==> src/rtl/ram_arbiter_if.sv <==
// Request, response and engine bus for ram_arbiter.
// Stats ports exist only when RAM_ARB_STATS_EN is defined.
interface ram_arbiter_if;
  logic        wr_req;
  logic [23:0] wr_addr;
  logic [15:0] wr_data;
  logic        wr_ack;
  logic [1:0]  rd_req;
  logic [23:0] rd_addr0;
  logic [23:0] rd_addr1;
  logic [1:0]  rd_valid;
  logic [15:0] rd_data;
  logic        eng_start;
  logic [47:0] eng_tx;
  logic        eng_done;
  logic [47:0] eng_rx;
  logic        busy;
`ifdef RAM_ARB_STATS_EN
  logic [15:0] stat_wr;
  logic [15:0] stat_rd0;
  logic [15:0] stat_rd1;
  logic [15:0] stat_starve;
`endif

  modport slave (
    input  wr_req, wr_addr, wr_data,
    input  rd_req, rd_addr0, rd_addr1,
    input  eng_done, eng_rx,
`ifdef RAM_ARB_STATS_EN
    output stat_wr, stat_rd0, stat_rd1, stat_starve,
`endif
    output wr_ack, rd_valid, rd_data,
    output eng_start, eng_tx, busy
  );

  modport master (
    output wr_req, wr_addr, wr_data,
    output rd_req, rd_addr0, rd_addr1,
    output eng_done, eng_rx,
`ifdef RAM_ARB_STATS_EN
    input  stat_wr, stat_rd0, stat_rd1, stat_starve,
`endif
    input  wr_ack, rd_valid, rd_data,
    input  eng_start, eng_tx, busy
  );
endinterface

==> src/rtl/ram_arbiter.sv <==
// Arbiter sharing the serial SRAM engine between one write and two read ports.
// Optional per-port statistics counters enabled by RAM_ARB_STATS_EN.
module ram_arbiter #(
  parameter logic [23:0] RAM_END_ADDR = 24'h01FFFF,
  parameter int unsigned WR_BURST     = 4,
  parameter logic [7:0]  CMD_WRITE    = 8'h02,
  parameter logic [7:0]  CMD_READ     = 8'h03
) (
  input logic          clk,
  input logic          nrst,
  ram_arbiter_if.slave bus
);

  typedef enum logic [1:0] {
    IDLE,
    ISSUE,
    WAIT,
    RESP
  } state_t;

  localparam logic [3:0] BURST_MAX = 4'(WR_BURST);

  state_t      state;
  state_t      state_nxt;
  logic [3:0]  burst;
  logic [3:0]  burst_nxt;
  logic        rr;
  logic        rr_nxt;
  logic        sel_rd;
  logic        sel_port;
  logic        grant;
  logic        grant_rd;
  logic        grant_port;
  logic        starve;
  logic        rd_any;
  logic        wr_win;
  logic        done_ok;
  logic [47:0] frame;
  logic [47:0] frame_nxt;
  logic        start_q;
  logic        ack_q;
  logic [1:0]  valid_q;
  logic [15:0] data_q;
  logic        unused_rx;

  function automatic logic [23:0] wrap(input logic [23:0] a);
    return (a >= RAM_END_ADDR) ? a - RAM_END_ADDR : a;
  endfunction

  assign rd_any  = |bus.rd_req;
  assign wr_win  = bus.wr_req && !(burst == BURST_MAX && rd_any);
  assign done_ok = (state == WAIT) && bus.eng_done;

  assign unused_rx = ^bus.eng_rx[47:16];

  // Next state, arbitration and frame assembly
  always_comb begin
    state_nxt  = state;
    burst_nxt  = burst;
    rr_nxt     = rr;
    grant      = 1'b0;
    grant_rd   = 1'b0;
    grant_port = 1'b0;
    starve     = 1'b0;
    frame_nxt  = frame;
    unique case (state)
      IDLE: begin
        if (wr_win) begin
          grant     = 1'b1;
          starve    = rd_any;
          burst_nxt = rd_any ? burst + 4'd1 : 4'd0;
          frame_nxt = {CMD_WRITE, wrap(bus.wr_addr),
                       bus.wr_data};
          state_nxt = ISSUE;
        end else if (rd_any) begin
          grant      = 1'b1;
          grant_rd   = 1'b1;
          grant_port = (&bus.rd_req) ? rr : bus.rd_req[1];
          rr_nxt     = ~grant_port;
          burst_nxt  = 4'd0;
          frame_nxt  = {CMD_READ,
                        wrap(grant_port ? bus.rd_addr1
                                        : bus.rd_addr0),
                        16'h0000};
          state_nxt  = ISSUE;
        end
      end
      ISSUE: state_nxt = WAIT;
      WAIT: begin
        if (bus.eng_done) state_nxt = RESP;
      end
      RESP: state_nxt = IDLE;
      default: state_nxt = IDLE;
    endcase
  end

  // State, burst counter and round-robin pointer
  always_ff @(posedge clk) begin
    if (!nrst) begin
      state <= IDLE;
      burst <= 4'd0;
      rr    <= 1'b0;
    end else begin
      state <= state_nxt;
      burst <= burst_nxt;
      rr    <= rr_nxt;
    end
  end

  // Latch the winner's frame and identity at grant
  always_ff @(posedge clk) begin
    if (!nrst) begin
      frame    <= 48'h0;
      sel_rd   <= 1'b0;
      sel_port <= 1'b0;
    end else if (grant) begin
      frame    <= frame_nxt;
      sel_rd   <= grant_rd;
      sel_port <= grant_port;
    end
  end

  // Start pulse and completion responses
  always_ff @(posedge clk) begin
    if (!nrst) begin
      start_q <= 1'b0;
      ack_q   <= 1'b0;
      valid_q <= 2'b00;
      data_q  <= 16'h0000;
    end else begin
      start_q <= (state == ISSUE);
      ack_q   <= done_ok && !sel_rd;
      valid_q <= (done_ok && sel_rd)
                 ? (sel_port ? 2'b10 : 2'b01)
                 : 2'b00;
      if (done_ok && sel_rd) data_q <= bus.eng_rx[15:0];
    end
  end

  assign bus.eng_start = start_q;
  assign bus.eng_tx    = frame;
  assign bus.wr_ack    = ack_q;
  assign bus.rd_valid  = valid_q;
  assign bus.rd_data   = data_q;
  assign bus.busy      = (state != IDLE);

`ifdef RAM_ARB_STATS_EN
  logic [15:0] st_wr;
  logic [15:0] st_rd0;
  logic [15:0] st_rd1;
  logic [15:0] st_starve;

  // Saturating completion and starvation counters
  always_ff @(posedge clk) begin
    if (!nrst) begin
      st_wr     <= 16'h0;
      st_rd0    <= 16'h0;
      st_rd1    <= 16'h0;
      st_starve <= 16'h0;
    end else begin
      if (state == RESP) begin
        if (!sel_rd && st_wr != 16'hFFFF)
          st_wr <= st_wr + 16'd1;
        if (sel_rd && !sel_port && st_rd0 != 16'hFFFF)
          st_rd0 <= st_rd0 + 16'd1;
        if (sel_rd && sel_port && st_rd1 != 16'hFFFF)
          st_rd1 <= st_rd1 + 16'd1;
      end
      if (starve && st_starve != 16'hFFFF)
        st_starve <= st_starve + 16'd1;
    end
  end

  assign bus.stat_wr     = st_wr;
  assign bus.stat_rd0    = st_rd0;
  assign bus.stat_rd1    = st_rd1;
  assign bus.stat_starve = st_starve;
`endif

endmodule

==> src/flat_wrapper.sv <==
// flat-port wrapper written by rule: the top's interface ports become plain ports
module ram_arbiter_flat 
#(
  parameter logic [23:0] RAM_END_ADDR = 24'h01FFFF,
  parameter int unsigned WR_BURST     = 4,
  parameter logic [7:0]  CMD_WRITE    = 8'h02,
  parameter logic [7:0]  CMD_READ     = 8'h03
)
  (clk, nrst, bus_wr_req, bus_wr_addr, bus_wr_data, bus_rd_req, bus_rd_addr0, bus_rd_addr1, bus_eng_done, bus_eng_rx, bus_wr_ack, bus_rd_valid, bus_rd_data, bus_eng_start, bus_eng_tx, bus_busy);
  ram_arbiter_if bus_i ();
  input logic clk;
  input logic nrst;
  input wire logic [$bits(bus_i.wr_req)-1:0] bus_wr_req;
  input wire logic [$bits(bus_i.wr_addr)-1:0] bus_wr_addr;
  input wire logic [$bits(bus_i.wr_data)-1:0] bus_wr_data;
  input wire logic [$bits(bus_i.rd_req)-1:0] bus_rd_req;
  input wire logic [$bits(bus_i.rd_addr0)-1:0] bus_rd_addr0;
  input wire logic [$bits(bus_i.rd_addr1)-1:0] bus_rd_addr1;
  input wire logic [$bits(bus_i.eng_done)-1:0] bus_eng_done;
  input wire logic [$bits(bus_i.eng_rx)-1:0] bus_eng_rx;
  output wire logic [$bits(bus_i.wr_ack)-1:0] bus_wr_ack;
  output wire logic [$bits(bus_i.rd_valid)-1:0] bus_rd_valid;
  output wire logic [$bits(bus_i.rd_data)-1:0] bus_rd_data;
  output wire logic [$bits(bus_i.eng_start)-1:0] bus_eng_start;
  output wire logic [$bits(bus_i.eng_tx)-1:0] bus_eng_tx;
  output wire logic [$bits(bus_i.busy)-1:0] bus_busy;
  assign bus_i.wr_req = bus_wr_req;
  assign bus_i.wr_addr = bus_wr_addr;
  assign bus_i.wr_data = bus_wr_data;
  assign bus_i.rd_req = bus_rd_req;
  assign bus_i.rd_addr0 = bus_rd_addr0;
  assign bus_i.rd_addr1 = bus_rd_addr1;
  assign bus_i.eng_done = bus_eng_done;
  assign bus_i.eng_rx = bus_eng_rx;
  assign bus_wr_ack = bus_i.wr_ack;
  assign bus_rd_valid = bus_i.rd_valid;
  assign bus_rd_data = bus_i.rd_data;
  assign bus_eng_start = bus_i.eng_start;
  assign bus_eng_tx = bus_i.eng_tx;
  assign bus_busy = bus_i.busy;
  ram_arbiter #(.RAM_END_ADDR(RAM_END_ADDR), .WR_BURST(WR_BURST), .CMD_WRITE(CMD_WRITE), .CMD_READ(CMD_READ)) u_core (.clk(clk), .nrst(nrst), .bus(bus_i));
endmodule
==> config.mk <==
export PLATFORM = sky130hd
export DESIGN_NAME = ram_arbiter_flat
export DESIGN_NICKNAME = d
export VERILOG_FILES = /design/src/rtl/ram_arbiter_if.sv /design/src/rtl/ram_arbiter.sv /design/src/flat_wrapper.sv
export SDC_FILE = /design/constraint.sdc
export NUM_CORES = 1
export LEC_CHECK = 0
export BUFFER_PORTS_ARGS = -buffer_cell sky130_fd_sc_hd__buf_4
export CORE_UTILIZATION = 40
export DETAILED_ROUTE_END_ITERATION = 8
export GPL_TIMING_DRIVEN = 0
export MAX_ROUTING_LAYER = met4
export PLACE_DENSITY = 0.68
export SETUP_SLACK_MARGIN = 0.3
export SYNTH_ARGS = -nofsm -noshare
export SYNTH_HDL_FRONTEND = slang
export SYNTH_SLANG_ARGS = --single-unit
==> constraint.sdc <==
create_clock -name clk -period 4.9 [get_ports clk]
set_clock_uncertainty 0.05 [all_clocks]
set_input_delay 0.98 -clock clk [delete_from_list [all_inputs] [get_ports clk]]
set_output_delay 0.98 -clock clk [all_outputs]
set_load 0.005 [all_outputs]
Word level (Yosys, flattened, before mapping)

Cells that the tools add are included.

Flip-flop bits (word level): 77
Input bits: 142
Word-level logic and storage cells: 62

Add/sub/neg operators: 3
Order comparisons: 2
Equal/unequal tests: 6
Mux-type cells: 22
Bitwise gates (word level): 2
Reduce and logical (&&, ||, !) cells: 17

Operators with widths:

| cell                   | number |
|---|---|
| $mux 48                | 2 |
| $mux 24                | 3 |
| $ge 24x17->1 const B   | 2 |
| $sub 24x17->24 const B | 2 |
| $mux 4                 | 3 |
| $mux 1                 | 9 |
| $mux 2                 | 4 |
| $pmux 2 s4             | 1 |
| $reduce_and 2->1       | 4 |
| $reduce_and 3->1       | 2 |
| $logic_and 1x1->1      | 5 |
| $add 4x1->4 const B    | 1 |
| $eq 2x2->1 const B     | 2 |
| $eq 4x3->1 const B     | 1 |
| $reduce_bool 2->1      | 2 |
| $ne 3x1->1 const B     | 1 |
| $eq 2x1->1 const B     | 1 |
| $logic_not 1->1        | 2 |
| $logic_not 2->1        | 1 |
| $ne 2x2->1 const B     | 1 |
| $not 1->1              | 2 |
| $reduce_or 2->1        | 1 |

Longest topological paths before layout

Word-level depth: 7
Depth in mapped cells: 10
Gate-level depth less buffers: 9

Least setup slack after synthesis

Ideal clock, no wire load.

Path type: in2reg
Start: input port bus_wr_addr[2]
End: register u_core.frame[29], in the netlist u_core.bus.eng_tx[29]
Arrival: 2.679 ns
Path slack: 2.043 ns
Cell stages on the path: 8
Path through: nand4_1 -> or4_4 -> buf_6 -> a211oi_4 -> and3_1 -> xor2_1 -> a222oi_1 -> nor2_1

Longest elaborated chain between the ends: 3
Elaborated cells between the ends (all ways): 4
Classes of those cells: add/sub (1); order compare (1); mux (2)

Ends and longest elaborated chain:

| element                                               | RTL line           | RTL |
|---|---|---|
| start, declared                                       | flat_wrapper.sv:14 | `input wire logic [$bits(bus_i.wr_addr)-1:0] bus_wr_addr;` |
| $sub 24x17->24 / $ge 24x17->1 (equally long branches) | ram_arbiter.sv:47  | `return (a >= RAM_END_ADDR) ? a - RAM_END_ADDR : a;` |
| $mux 24 (*)                                           | ram_arbiter.sv:47  |  |
| $mux 48 (*)                                           | ram_arbiter.sv:68  | `if (wr_win) begin` |
| end signal, assigned                                  | ram_arbiter.sv:117 | `frame <= frame_nxt;` |
| end, declared                                         | ram_arbiter.sv:38  | `logic [47:0] frame;` |

Every way passes the cells marked *; elsewhere a longest branch is shown, timed or not.
A chain may end at the register's enable or synchronous reset.

Worst setup path after layout

Start: input port bus_rd_req[0]
End: register u_core.frame[23], in the netlist u_core.bus.eng_tx[23]

Longest elaborated chain between the ends: 7
Elaborated cells between the ends (all ways): 17
Classes of those cells: add/sub (1); order compare (1); mux (8); reduce/logical (7)

Ends and longest elaborated chain:

| element                                                    | RTL line                             | RTL |
|---|---|---|
| start, declared                                            | flat_wrapper.sv:16                   | `input wire logic [$bits(bus_i.rd_req)-1:0] bus_rd_req;` |
| $reduce_and 2->1 / $reduce_or 2->1 (equally long branches) | ram_arbiter.sv:78, ram_arbiter.sv:50 |  |
| $mux 1 / $logic_and 1x1->1 (equally long branches)         | ram_arbiter.sv:78, ram_arbiter.sv:51 |  |
| $mux 24 / $logic_not 1->1 (equally long branches)          | ram_arbiter.sv:82, ram_arbiter.sv:51 |  |
| $sub 24x17->24, or another cell as far along               | ram_arbiter.sv:47                    |  |
| $mux 24 / $mux 1 (equally long branches)                   | ram_arbiter.sv:47, ram_arbiter.sv:68 |  |
| $mux 48 / $mux 1 (equally long branches)                   | ram_arbiter.sv:75, ram_arbiter.sv:66 |  |
| $mux 48 / $reduce_and 3->1 (equally long branches)         | --                                   |  |

Parallel ways exist; a longest one is shown, timed or not. The select of a mux whose other input is x is not followed.

==> out/results.tsv <==
metric	value	unit
insertion_delay	0.36	ns
end_kind	flop	
grt_pass1_vias	4725	
synthFlopType	dfxtp_1	
routed_via_density	5.76	
critPathMaxStageDelay	0.74	ns
num_antenna_cells	0	
fin_cells	902	
grt_setup_unrepaired	false	
relSlewSlack	47.1	%
drive_gt1_share	28.7	%
synthArstFlopShare	0	%
tightest_slew	0.783	ns
path_clk_slew	0.08	ns
gr-total-overflow	0	
maxSlewViolCount	0	
status	completed	
path_buf_inv	2	
fmax	0.314	GHz
port-buffer-count	172	
critPathRequiredTime	5.12	ns
hold_viol	0	
io_pins	211	
cts_resized	0	
ys.warnings.count	0	
area_growth	38.4	%
max_cap_viol_count	0	
routed-via-count	5198	
fin_nets	905	
ys_ff_latch	71	
setup_violations	0	
path_class	in2reg	
crit_fanout	7	
avgSynthCellArea	7.81	um^2
start_util	41.0	%
grt_use_met1	39.3	%
drt_first_pass_iters	5	
post-dp-hpwl	12800	um
ant_nets	0	
power.density	351	nW/um^2
wl	16400	um
syn-cell-area	4440	um^2
fp.dieH	107	um
grtUsageMet2	44.7	%
finalCritPeriodShare	65.0	%
placed_cells	886	
num_rows	38	
crit_family	compound AO/OA/AOI/OAI gates	
numCtsBuffers	9	
cp.arrival	3.40	ns
post_cts.repair.setup_buffers	0	
cts_tree	yes	
hold_buffers	0	
die_width	107	um
setup_tns	0	ns
clockBufferDepth	2	
whs	0.411	ns
track_usage	29.0	%
clock_sink_count	71	
crit_slowest_cell	o311ai_0	
layout_min_cycle_time	3.19	ns
core_area	10800	um^2
fin_util	56.7	%
drtIter0Drc	400	
drc_errors	0	
synth_edf_count	0	
gp_congestion	0.909	
grt-busiest-layer	met2	
root_buffer	clkbuf_8	
vdd_drop_max	0.215	mV
grt_pass1_wl	25100	um
die-area	11500	um^2
grt_max_degree	14	
grt_use_met3	5.08	%
p_leak	2.61	nW
path_cells	buf_4 -> nor2b_1 -> buf_2 -> o21ai_0 -> o22ai_1 -> a21oi_2 -> o311ai_0 -> a32oi_1 -> o32ai_1	
holdCritPathClass	reg2reg	
startpoint_type	primary input	
yosysSeqAreaShare	32.0	%
post_drt_wl_per_cell	18.1	um
htreeDepth	3	
antenna_found_initial	0	
synth_cells	569	
netlist-cell-type-count	78	
cells in the mapped netlist, types with 3 or more instances:
cell type | instances | area [um^2]
buf_2 | 6 | 30.0
nand3_1 | 24 | 120
or3_1 | 4 | 25.0
clkbuf_1 | 21 | 78.8
nor4_1 | 6 | 37.5
nand2_1 | 79 | 297
dfxtp_1 | 71 | 1420
ha_1 | 6 | 75.1
and4_1 | 3 | 26.3
nand4_1 | 12 | 75.1
xor2_1 | 14 | 123
and2_1 | 3 | 18.8
o221ai_1 | 4 | 35.0
xnor2_1 | 13 | 114
nor3_1 | 17 | 85.1
o2111a_1 | 3 | 33.8
o21ai_0 | 27 | 135
and3_1 | 8 | 50.1
a211oi_1 | 3 | 22.5
a22oi_1 | 21 | 158
a31oi_1 | 9 | 56.3
a21oi_1 | 45 | 225
inv_1 | 7 | 26.3
o211ai_1 | 5 | 37.5
nor2_1 | 51 | 191
a32o_1 | 3 | 30.0
mux2i_1 | 21 | 210
a21o_1 | 3 | 22.5
nor2b_1 | 4 | 25.0
o311ai_1 | 3 | 26.3
buf_4 | 7 | 52.6
buf_1 | 3 | 11.3
o31ai_1 | 4 | 30.0
logic make-up after synthesis:
group / synth area share, %
AND/OR/NAND/NOR: 25.1
AO/OA/AOI/OAI: 26.2
flip-flops: 32.0
buffers and inverters: 4.90
XOR/XNOR: 5.32
multiplexers: 4.73
adder cells (fa/ha/maj): 1.69
other: 0.0844
final cells by class:
cell class                 instances  area [um^2]
timing repair buffer             172         1290
tap                              140          175
fill                            1048         4690
buffer                            38          184
multi-input combinational        456         2820
inverter                           9         33.8
sequential                        71         1420
clock inverter                     6         92.6
clock buffer                      10          128
power breakdown:
group | switching, mW | internal [mW] | leakage, nW
Combinational | 0.464 | 0.373 | 1.93
Clock | 0.244 | 0.290 | 0.104
Sequential | 0.0863 | 0.700 | 0.581
Total | 0.794 | 1.36 | 2.61
worst paths after layout:
| kind | startpoint | to | slack, ns | cells past startpoint |
|---|---|---|---|---|
| worst min-delay path | u_core.bus.rd_data[4] | u_core.bus.rd_data[4] | 0.41 | 2 |
| worst max register to register | u_core.rr | u_core.bus.eng_tx[23] | 2.13 | 8 |
| worst max-delay path | bus_rd_req[0] | u_core.bus.eng_tx[23] | 1.71 | 9 |
| worst min register to register | u_core.bus.rd_data[4] | u_core.bus.rd_data[4] | 0.41 | 2 |
state kept, by name, indices dropped and copies added (netlist names):
name,count
u_core.bus.rd_valid,2
u_core.bus.eng_start,1
u_core.bus.rd_data,16
u_core.state,2
u_core.burst,4
u_core.bus.eng_tx,42
u_core.bus.wr_ack,1
u_core.rr,1
u_core.sel_port,1
u_core.sel_rd,1
routing by layer:
layer | share of wire [%] | up-vias
met3 | 7.7 | 22
met5 | 0 | -
li1 | - | 2478
met4 | 1.5 | 0
met1 | 45 | 2466
met2 | 46 | 232
worst register-to-register path, cell delays in order (launching register included):
cell	delay, ns
dfxtp_1	0.34
nor2b_1	0.12
buf_2	0.23
o21ai_0	0.14
o22ai_1	0.46
a21oi_2	0.23
o311ai_0	0.74
a32oi_1	0.23
o32ai_1	0.15
cells in the final DEF (no fill, tap or decap), types with 12 or more instances in the layout:
master,n
a21oi_1,45
a22oi_1,21
buf_4,179
clkbuf_1,22
dfxtp_1,71
mux2i_1,21
nand2_1,79
nand3_1,24
nand4_1,12
nor2_1,51
nor3_1,17
o21ai_0,27
xnor2_1,13
xor2_1,14
per-stage QoR:
step	setup WS [ns]	power, mW	instance area [um^2]
after floorplan	2.04	1.19	4460
after global placement	1.44	1.61	5930
after detailed placement	1.46	1.63	5930
after CTS	1.84	2.16	6150
after global routing	1.65	2.27	6150
final	1.71	2.16	6150
No activity file was read; power rests on OpenSTA's default activity.
